`src/rtl/control_sequencer.sv`:
```
// Hardwired control sequencer: fetch (T0-T2) then opcode-dependent execute
// steps (T3-T6), one state per clock, Moore strobes decoded from state and ir.
module control_sequencer (
    input  logic        clock,
    input  logic        clear,
    input  logic        run,
    input  logic [31:0] ir,
    output logic        PCout,
    output logic        PCin,
    output logic        IncPC,
    output logic        MARin,
    output logic        MDMuxread,
    output logic        MDRin,
    output logic        MDRout,
    output logic        IRin,
    output logic        Yin,
    output logic        Zlowin,
    output logic        Zhighin,
    output logic        Zlowout,
    output logic        Zhighout,
    output logic        LOin,
    output logic        HIin,
    output logic        ADD,
    output logic        SUB,
    output logic        AND,
    output logic        OR,
    output logic        SHR,
    output logic        SHL,
    output logic        SHRA,
    output logic        ROR,
    output logic        ROL,
    output logic        NEG,
    output logic        NOT,
    output logic        MUL,
    output logic        DIV,
    output logic [15:0] Rin,
    output logic [15:0] Rout,
    output logic        busy,
    output logic        done,
    output logic        illegal
);

    typedef enum logic [2:0] {IDLE, T0, T1, T2, T3, T4, T5, T6} state_t;

    state_t      state, next_state;
    logic        done_q;
    logic        alu_go;
    logic [12:0] alu_sel;

    logic [4:0]  opcode;
    logic [3:0]  ra, rb, rc;
    logic        op_binary, op_unary, op_muldiv, op_legal;
    logic        wb_last;
    logic        unused_ir;

    assign opcode    = ir[31:27];
    assign ra        = ir[26:23];
    assign rb        = ir[22:19];
    assign rc        = ir[18:15];
    assign unused_ir = ^ir[14:0];

    assign op_binary = (opcode <= 5'd8);
    assign op_unary  = (opcode == 5'd9) || (opcode == 5'd10);
    assign op_muldiv = (opcode == 5'd11) || (opcode == 5'd12);
    assign op_legal  = (opcode <= 5'd12);

    // Final writeback step of each legal instruction class; arms done for the next IDLE cycle.
    assign wb_last = ((state == T4) && op_unary) ||
                     ((state == T5) && op_binary) ||
                     (state == T6);

    always_ff @(posedge clock or negedge clear) begin
        if (!clear) begin
            state  <= IDLE;
            done_q <= 1'b0;
        end else begin
            state  <= next_state;
            done_q <= wb_last;
        end
    end

    always_comb begin
        next_state = state;
        unique case (state)
            IDLE:    next_state = run ? T0 : IDLE;
            T0:      next_state = T1;
            T1:      next_state = T2;
            T2:      next_state = T3;
            T3:      next_state = op_legal ? T4 : IDLE;
            T4:      next_state = op_unary ? IDLE : T5;
            T5:      next_state = op_binary ? IDLE : T6;
            T6:      next_state = IDLE;
            default: next_state = IDLE;
        endcase
    end

    always_comb begin
        PCout     = 1'b0;
        PCin      = 1'b0;
        IncPC     = 1'b0;
        MARin     = 1'b0;
        MDMuxread = 1'b0;
        MDRin     = 1'b0;
        MDRout    = 1'b0;
        IRin      = 1'b0;
        Yin       = 1'b0;
        Zlowin    = 1'b0;
        Zhighin   = 1'b0;
        Zlowout   = 1'b0;
        Zhighout  = 1'b0;
        LOin      = 1'b0;
        HIin      = 1'b0;
        Rin       = '0;
        Rout      = '0;
        alu_go    = 1'b0;
        illegal   = 1'b0;
        busy      = (state != IDLE);
        unique case (state)
            T0: begin
                PCout  = 1'b1;
                MARin  = 1'b1;
                IncPC  = 1'b1;
                Zlowin = 1'b1;
            end
            T1: begin
                Zlowout   = 1'b1;
                PCin      = 1'b1;
                MDMuxread = 1'b1;
                MDRin     = 1'b1;
            end
            T2: begin
                MDRout = 1'b1;
                IRin   = 1'b1;
            end
            T3: begin
                if (!op_legal) begin
                    illegal = 1'b1;
                end else if (op_unary) begin
                    Rout   = 16'h0001 << rb;
                    alu_go = 1'b1;
                    Zlowin = 1'b1;
                end else begin
                    Rout = 16'h0001 << rb;
                    Yin  = 1'b1;
                end
            end
            T4: begin
                if (op_unary) begin
                    Zlowout = 1'b1;
                    Rin     = 16'h0001 << ra;
                end else begin
                    Rout    = 16'h0001 << rc;
                    alu_go  = 1'b1;
                    Zlowin  = 1'b1;
                    Zhighin = op_muldiv;
                end
            end
            T5: begin
                Zlowout = 1'b1;
                if (op_muldiv) LOin = 1'b1;
                else           Rin  = 16'h0001 << ra;
            end
            T6: begin
                Zhighout = 1'b1;
                HIin     = 1'b1;
            end
            default: ;
        endcase
    end

    assign alu_sel = alu_go ? (13'd1 << opcode) : '0;
    assign {DIV, MUL, NOT, NEG, ROL, ROR, SHRA, SHL, SHR, OR, AND, SUB, ADD} = alu_sel;
    assign done = done_q;

endmodule

```
`config.mk`:
```
export PLATFORM = sky130hd
export DESIGN_NAME = control_sequencer
export DESIGN_NICKNAME = d
export VERILOG_FILES = /design/src/rtl/control_sequencer.sv
export SDC_FILE = /design/constraint.sdc
export NUM_CORES = 1
export LEC_CHECK = 0
export BUFFER_PORTS_ARGS = -buffer_cell sky130_fd_sc_hd__buf_2
export CAP_MARGIN = 10
export CORE_MARGIN = 4
export CORE_UTILIZATION = 33
export CTS_BUF_LIST = sky130_fd_sc_hd__clkbuf_16
export DETAILED_ROUTE_END_ITERATION = 8
export PLACE_DENSITY = 0.85
export SYNTH_ARGS = -nofsm -noshare
export SYNTH_HDL_FRONTEND = slang
export SYNTH_SLANG_ARGS = --single-unit
```
`constraint.sdc`:
```
create_clock -name clock -period 1.85 [get_ports clock]
set_input_delay 0.37 -clock clock [delete_from_list [all_inputs] [get_ports clock]]
set_output_delay 0.37 -clock clock [all_outputs]
set_load 0.01 [all_outputs]
```
==> impl_metrics.json, run 1 <==
{
  "cpPeakStageDelay_ns": 0.42,
  "ir_drop_uv": 341,
  "dr.pass1.iters": 4,
  "placed_area_mm2": 0.00157,
  "fin_nets": 296,
  "rsz0062_at_grt": "yes",
  "max_freq_ghz": 0.440,
  "core.rowCount": 19,
  "design_area_mm2": 0.00202,
  "fillerInstances": 203,
  "drc_errors": 0,
  "relSlewSlack_pct": 72.5,
  "crit_path_cell_trace": "or3b_4 -> a311oi_4 -> nand3b_1 -> o22ai_2 -> buf_2",
  "ys_seq_area_share_pct": 10.2,
  "grt_max_degree": 11,
  "power_density_mw_per_mm2": 786,
  "drive_gt1_share_pct": 66.0,
  "globalRoute.busiestLayer": "met2",
  "cellLeakagePower_uw": 0.000986,
  "grtUsageTotal_pct": 18.9,
  "clockRootBuffer": "clkbuf_16",
  "synth_cells": 153,
  "multi_input_area_mm2": 0.00107,
  "synthTopCellsByArea": "nor2_1 12%, dfrtp_1 10%, nand2_1 8.4%",
  "crit_type": "reg -> out",
  "wl_per_cell_um": 14.7,
  "dieArea_mm2": 0.00391,
  "hold_viol": 0,
  "max_cap_violations": 0,
  "use_met1_pct": 21.4,
  "die_x_um": 62.5,
  "ant_nets": 0,
  "synth_enable_flop_cells": 0,
  "startpoint_type": "flop",
  "maxSlewViolCount": 0,
  "grt_pass1_vias": 1423,
  "use_met2_pct": 35.6,
  "routed_via_density": 5.28,
  "worst_slack_ns": -0.423,
  "synth_common_cells": "31 x nor2_1, 22 x nand2_1, 13 x o22ai_1",
  "tightest_slew_ns": 0.411,
  "numPortBuffers": 82,
  "diodes": 0,
  "async_flop_share_pct": 100,
  "drt_wl_total_um": 4270,
  "htree_levels": 1,
  "yosysTopAreaCellShare_pct": 11.9,
  "placedCellCount": 278,
  "initial_core_util_pct": 35.0,
  "ys.flop_type": "dfrtp_1",
  "grt-ovfl-total": 0,
  "required_ns": 1.48,
  "via_count": 1532,
  "use_met3_pct": 3.24,
  "cts_tree": "yes",
  "fin_worst_skew_ns": 0.00167,
  "areaGrowthSynthToFinish_pct": 106,
  "cp_slowest_cell": "or3b_4",
  "cts_sinks": 4,
  "setup_viol_count_final": 50,
  "cp.arrival_ns": 1.90,
  "synth_cell_types": 33,
  "cts_buffer_depth": 2,
  "cts_made_buffers": 3,
  "grt_pass1_wl_um": 6260,
  "end_kind": "output port",
  "startpoint": "state[1]$_DFF_PN0_",
  "syn_area_um2": 981,
  "die_h_um": 62.5,
  "core_mm2": 0.00281,
  "yosysWarnings": 0,
  "yosysMostFrequentCell": "nor2_1",
  "outcome": "finished, violations left",
  "rr_startpoint": "state[1]$_DFF_PN0_",
  "worst_hold_path_type": "in -> async",
  "period_share_pct": 123,
  "critical_path_buf_inv_count": 1,
  "syn_nets": 188,
  "antenna_found_initial": 0,
  "path_delay_family": "simple AND/OR/NAND/NOR gates",
  "layoutNonFillerInstCount": 290,
  "failed_checks": "negative setup slack",
  "register_area_um2": 100,
  "io_pins": 98,
  "drt_iter0_markers": 90,
  "critical_path.max_fanout": 5,
  "synth_area_per_cell_um2": 6.41,
  "yosys.area.top_type": "nor2_1",
  "place_hpwl_um": 3000,
  "finalCriticalPeriod_ns": 2.27,
  "synth_seq_cells": 4,
  "gp_congestion": 0.894,
  "clk_latency_ns": 0.22,
  "clkTransAtPathRegs_ns": 0.03
}
==> per-stage QoR <==
stage / hold WS (ns) / setup WS (ns) / power (µW) / setup TNS [ns] / util, %
3_5_place_dp: 0.179 / -0.308 / 948 / -5.80 / 56.1
6_report: 0.488 / -0.423 / 1590 / -13.14 / 72.2
4_1_cts: 0.492 / -0.416 / 1420 / -12.41 / 64.9
3_3_place_gp: 0.175 / -0.282 / 931 / -5.19 / 56.1
5_1_grt: 0.495 / -0.502 / 1670 / -16.50 / 72.2
2_1_floorplan: 0.0744 / -0.0893 / 695 / -1.09 / -
==> registers in the layout, indices dropped and copies added, names as in the netlist <==
register,cells
state,3
done,1
==> path summary, 6_finish.rpt <==
path	endpoint	slack [ns]	cells after the start
setup / recovery	Rout[13]	-0.42	5
hold / removal	state[0]$_DFF_PN0_	0.49	2
setup reg to reg	state[2]$_DFF_PN0_	0.19	7
hold reg to reg	state[0]$_DFF_PN0_	0.63	2
max in group asynchronous	state[1]$_DFF_PN0_	1.24	2
min in group clock	state[0]$_DFF_PN0_	0.62	4
==> power by group <==
group | internal (µW) | leakage, µW | switching (µW)
Sequential | 124 | 0.0000511 | 18.4
Combinational | 508 | 0.000898 | 606
Clock | 276 | 0.0000370 | 59.0
==> cells by family (layout without fill, tap and decap cells) <==
logic type | after synthesis | count (layout) | share of synthesized area, %
AO/OA/AOI/OAI | 30 | 30 | 22.4
XOR/XNOR | 1 | 1 | 0.893
buffers and inverters | 16 | 122 | 11.4
flip-flops | 4 | 4 | 10.2
AND/OR/NAND/NOR | 102 | 102 | 55.1
==> layout make-up <==
cell class / instances / share of cell area (%)
Multi-Input combinational cell: 133 / 53.1
Timing Repair Buffer: 115 / 35.6
Sequential cell: 4 / 4.94
Clock buffer: 3 / 3.71
Tap cell: 31 / 1.92
Inverter: 4 / 0.742
==> repair_timing <==
action                                  in CTS  in global routing
resized for setup                           27                 40
endpoints found under the setup margin      46                 57
hold endpoints to repair                     4                  0
setup buffers                                5                  2
pin swaps                                   17                  5
cloned                                       1                  0
hold buffers                                 1                  0
==> cells in the final DEF (no fill, tap or decap), types with 2 or more instances in the layout <==
cell type  count
inv_1          4
nor2_1        17
nor4_4         2
o2bb2ai_2      4
a21oi_1        2
buf_6         14
nor3b_2        6
nor3b_4        2
nand3b_1       4
o22ai_2        4
o21ai_1        2
buf_2         79
nor2_4         5
dfrtp_1        4
buf_4         21
nand2b_1       7
o22ai_1        9
nor2b_1        5
clkbuf_16      3
nor2_2         9
nor3_4         3
nand3_1        2
or2b_1         2
nor3_2         3
or2_2          3
nand2_1       21
==> layer usage <==
metal / vias up / wire (µm)
li1: 755 / -
met1: 714 / 1670
met2: 59 / 2310
met3: 4 / 233
met4: 0 / 54
met5: - / 0
Power figures use the tool's default switching activity.
==> run 2, diff against run 1 <==
MAX_ROUTING_LAYER = met4   (was not set)
==> run 2 against run 1 <==
The run still ends with negative setup slack left. Clock-buffer cell count is the same. Largest cell class unchanged. Critical endpoint is now Rout[1]. Sequential power is essentially flat. Global-route usage grew 0.52 points. Largest power group unchanged.
==> impl_metrics.json, run 2 (synthesized netlist as in run 1, its figures left out) <==
{
  "outcome": "finished, violations left",
  "failed_checks": "negative setup slack",
  "reg2reg_depth": 7,
  "dr.pass1.iters": 4,
  "max_freq_ghz": 0.440,
  "fin_worst_skew_ns": 0.00170,
  "layoutNonFillerInstCount": 290,
  "crit_type": "reg -> out",
  "multi_input_area_mm2": 0.00107,
  "initial_core_util_pct": 35.0,
  "grtUsageTotal_pct": 19.4,
  "grt_max_degree": 11,
  "die_h_um": 62.5,
  "rr_endpoint": "state[2]$_DFF_PN0_",
  "period_share_pct": 123,
  "placed_area_mm2": 0.00157,
  "grt_pass1_vias": 1423,
  "routed_via_density": 5.30,
  "clockRootBuffer": "clkbuf_16",
  "required_ns": 1.48,
  "reg2reg_slack_ns": 0.19,
  "cp_slowest_cell": "or3b_4",
  "critical_path.max_fanout": 5,
  "ant_nets": 0,
  "drc_errors": 0,
  "cts_buffer_depth": 2,
  "register_area_um2": 100,
  "rr_startpoint": "state[1]$_DFF_PN0_",
  "cellLeakagePower_uw": 0.000986,
  "diodes": 0,
  "critical_path_buf_inv_count": 1,
  "gp_congestion": 0.909,
  "via_count": 1538,
  "clk_latency_ns": 0.22,
  "finalCriticalPeriod_ns": 2.27,
  "rsz0062_at_grt": "yes",
  "hold_viol": 0,
  "clkTransAtPathRegs_ns": 0.03,
  "power_density_mw_per_mm2": 785,
  "startpoint_type": "flop",
  "maxSlewViolCount": 0,
  "relSlewSlack_pct": 72.4,
  "cts_sinks": 4,
  "core_mm2": 0.00281,
  "final_cell_mix": "79 x buf_2, 21 x nand2_1, 21 x buf_4",
  "design_area_mm2": 0.00202,
  "cts_made_buffers": 3,
  "final_common_cell": "buf_2",
  "setup_viol_count_final": 50,
  "core.rowCount": 19,
  "cts_tree": "yes",
  "placedCellCount": 278,
  "fillerInstances": 203,
  "wl_per_cell_um": 14.7,
  "numPortBuffers": 82,
  "place_hpwl_um": 3000,
  "io_pins": 98,
  "grt-ovfl-total": 0,
  "die_x_um": 62.5,
  "antenna_found_initial": 0,
  "fin_nets": 296,
  "path_delay_family": "simple AND/OR/NAND/NOR gates",
  "crit_path_cell_trace": "or3b_4 -> a311oi_4 -> nand3b_1 -> o2bb2ai_2 -> buf_2",
  "tightest_slew_ns": 0.412,
  "cp.arrival_ns": 1.90,
  "worst_hold_path_type": "in -> async",
  "areaGrowthSynthToFinish_pct": 106,
  "htree_levels": 1,
  "ir_drop_uv": 342,
  "cpPeakStageDelay_ns": 0.42,
  "dieArea_mm2": 0.00391,
  "end_kind": "output port",
  "drt_wl_total_um": 4260,
  "drive_gt1_share_pct": 66.0,
  "largest_register": "state",
  "worst_slack_ns": -0.424,
  "grt_pass1_wl_um": 6260,
  "largest_register_ffs": 3,
  "drt_iter0_markers": 102,
  "max_cap_violations": 0,
  "hold-worst-slack_ns": 0.488
}
-- run 2: cell counts in the layout (fill, tap and decap cells not counted) --
No cell type changed its count.
-- run 2: cell type report --
type / count / share of cell area (%)
clock buffer: 3 / 3.71
inverter: 4 / 0.742
multi-input combinational: 133 / 53.1
sequential: 4 / 4.94
tap: 31 / 1.92
timing repair buffer: 115 / 35.6
-- run 2: timing repair --
item,in CTS,in global routing
setup endpoints to repair,46,57
hold buffers,1,0
gates resized for setup,27,40
cloned,1,0
pin swaps,17,5
endpoints found under the hold margin,4,0
setup buffers,5,2
-- run 2: power breakdown --
part / leakage [µW] / internal, µW / switching (µW)
combinational: 0.000898 / 508 / 604
clock: 0.0000370 / 276 / 58.9
sequential: 0.0000511 / 124 / 18.5
-- run 2: worst max-delay path by stage --
stage / slack, ns / endpoint / cells after the start / from
after floorplan: -0.09 / Rout[1] / 5 / state[1]$_DFF_PN0_
after global placement: -0.28 / Rout[1] / 6 / ir[28]
after detailed placement: -0.31 / Rout[1] / 6 / ir[28]
after CTS: -0.42 / Rout[1] / 5 / state[1]$_DFF_PN0_
after global routing: -0.50 / Rout[8] / 5 / state[1]$_DFF_PN0_
final: -0.42 / Rout[1] / 5 / state[1]$_DFF_PN0_
-- run 2: layer usage --
metal | global-route usage [%] | part of all wire, %
met4 | 6.06 | 1.6
met2 | 35.6 | 54
met5 | - | 0
met1 | 21.8 | 39
met3 | 2.52 | 5.4
-- run 2: per-stage QoR --
step	utilization, %	TNS (ns)	worst slack [ns]	total power [µW]
after floorplan	-	-1.09	-0.0893	695
after global placement	56.1	-5.19	-0.282	931
after detailed placement	56.1	-5.80	-0.308	948
after CTS	64.9	-12.41	-0.416	1420
after global routing	72.2	-16.51	-0.502	1670
final	72.2	-13.10	-0.424	1590
-- run 2: worst reg2reg max path, delay by kind of cell (launching register included) --
family / cells / cell delay, ns
AND/OR/NAND/NOR: 4 / 0.75
buffers and inverters: 3 / 0.39
flip-flops: 1 / 0.38
==> run 3, diff against run 2 <==
BUFFER_PORTS_ARGS = not set   (was -buffer_cell sky130_fd_sc_hd__buf_2)
CORE_UTILIZATION = 55   (was 33)
DONT_BUFFER_PORTS = 1   (was not set)
PLACE_DENSITY = 0.77   (was 0.85)
clock period = 2.9 ns   (was 1.85 ns; I/O delays follow)
==> run 3 against run 2 <==
The run now ends clean. Critical path type unchanged. First-iteration DRC count shrank 76%. Largest power group unchanged. Worst hold slack lost 0.43 ns. Combinational power shrank 75%. Highest routed layer unchanged. Die area shrank 35%.
==> impl_metrics.json, run 3 (synthesized netlist as in run 1, its figures left out) <==
{
  "via_count": 1063,
  "largest_register": "state",
  "period_share_pct": 91.5,
  "dr.pass1.iters": 4,
  "worst_hold_path_type": "in -> async",
  "cts_hold_buf": 0,
  "initial_core_util_pct": 61.5,
  "fin_nets": 182,
  "reg2reg_slack_ns": 1.35,
  "areaGrowthSynthToFinish_pct": 1.66,
  "largest_register_ffs": 3,
  "p_total_uw": 624,
  "setup_viol_count_final": 0,
  "rsz0062_at_grt": "no",
  "clock_power_share_pct": 33.7,
  "io_pins": 98,
  "antenna_found_initial": 0,
  "grt-ovfl-total": 0,
  "p_switching_uw": 273,
  "drt_wl_total_um": 2730,
  "crit_path_end": "Rout[0]",
  "routed_via_density": 6.29,
  "drt_iter0_markers": 24,
  "final.setup.tns_ns": 0,
  "grt_max_degree": 17,
  "drc_errors": 0,
  "rr_startpoint": "state[2]$_DFF_PN0_",
  "finalCriticalPeriod_ns": 2.65,
  "core_mm2": 0.00159,
  "max_freq_ghz": 0.377,
  "clkTransAtPathRegs_ns": 0.03,
  "hold_viol": 0,
  "htree_levels": 1,
  "wl_per_cell_um": 16.2,
  "ctsResizeCount": 0,
  "final_util_pct": 62.6,
  "cellLeakagePower_uw": 0.000333,
  "critical_path.max_fanout": 9,
  "p_int_uw": 351,
  "numPortBuffers": 0,
  "final_common_cell": "nor2_1",
  "clk_latency_ns": 0.22,
  "cts_tree": "yes",
  "grt_pass1_vias": 985,
  "fin_worst_skew_ns": 0.00151,
  "worst_slack_ns": 0.246,
  "max_cap_violations": 0,
  "post_cts_buffers": 0,
  "crit_type": "reg -> out",
  "place_hpwl_um": 2250,
  "dieArea_mm2": 0.00252,
  "combPwrFrac_pct": 45.0,
  "ir_drop_uv": 440,
  "cts_made_buffers": 3,
  "required_ns": 2.32,
  "reg2reg_depth": 3,
  "hold-worst-slack_ns": 0.0559,
  "gp_congestion": 0.816,
  "outcome": "finished clean",
  "tightest_slew_ns": 0.574,
  "maxSlewViolCount": 0,
  "startpoint": "state[1]$_DFF_PN0_",
  "startpoint_type": "flop",
  "relSlewSlack_pct": 61.6,
  "sw_frac_of_total_pct": 43.7,
  "rr_endpoint": "state[2]$_DFF_PN0_",
  "cts_buffer_depth": 2,
  "cts_sinks": 4,
  "end_kind": "output port",
  "die_h_um": 50.2,
  "core.rowCount": 14,
  "grtUsageTotal_pct": 22.1,
  "final_cell_mix": "31 x nor2_1, 22 x nand2_1, 13 x o22ai_1",
  "ant_nets": 0,
  "p_seq_share_pct": 21.3,
  "clockRootBuffer": "clkbuf_16",
  "power_density_mw_per_mm2": 626,
  "dpl_worst_slack_ns": 0.417,
  "drive_gt1_share_pct": 9.66,
  "diodes": 0,
  "die_x_um": 50.2,
  "grt_pass1_wl_um": 4380,
  "cp.arrival_ns": 2.07
}
==> run 3: cell types whose count changed in the layout (fill, tap and decap cells not counted), sizes merged <==
cell / change
buf: -113
dlygate4sd3: -1
==> run 3: power groups by stage <==
stage	logic, µW	registers, µW	clock network (µW)
floorplan	350	88.0	0
global placement	275	131	0
detailed placement	281	132	0
CTS	284	132	212
global route	317	142	220
finish	281	133	210
==> run 3: metal layers <==
layer  vias to the layer above  wire length (µm)  GRT usage (%)
li1                        524                 -              -
met1                       465              1010           23.8
met2                        70              1350           36.5
met3                         4               344           7.10
met4                         0                27           10.6
met5                         -                 0              -
==> run 3: final cells by class <==
cell class / instances / area (µm²)
Clock buffer: 3 / 75.1
Fill cell: 156 / 597
Inverter: 4 / 15.0
Multi-Input combinational cell: 133 / 769
Sequential cell: 4 / 100
Tap cell: 24 / 30.0
Timing Repair Buffer: 1 / 7.51
==> run 3: how the worst min path moves through the flow <==
stage | startpoint | endpoint | slack, ns | depth (start not counted)
2_1_floorplan | clear | done$_DFF_PN0_ | 0.28 | 0
3_3_place_gp | clear | done$_DFF_PN0_ | 0.28 | 0
3_5_place_dp | clear | done$_DFF_PN0_ | 0.28 | 0
4_1_cts | clear | done$_DFF_PN0_ | 0.05 | 0
5_1_grt | clear | done$_DFF_PN0_ | 0.05 | 0
6_report | clear | done$_DFF_PN0_ | 0.06 | 0
==> run 3: metrics by stage <==
| stage | std cells | area [µm²] |
|---|---|---|
| 4_1_cts | 169 | 997 |
| 5_1_grt | 169 | 997 |
| 3_3_place_gp | 166 | 922 |
| 2_1_floorplan | 153 | 981 |
| 3_5_place_dp | 166 | 922 |
| 6_report | 169 | 997 |
==> run 3: worst max-delay path, stage by stage, from the launching register on <==
cell and delay, ns:
dfrtp_1 0.46, nand3b_4 0.24, a21oi_1 0.40, nor3b_1 0.50
o2bb2ai_1 0.24
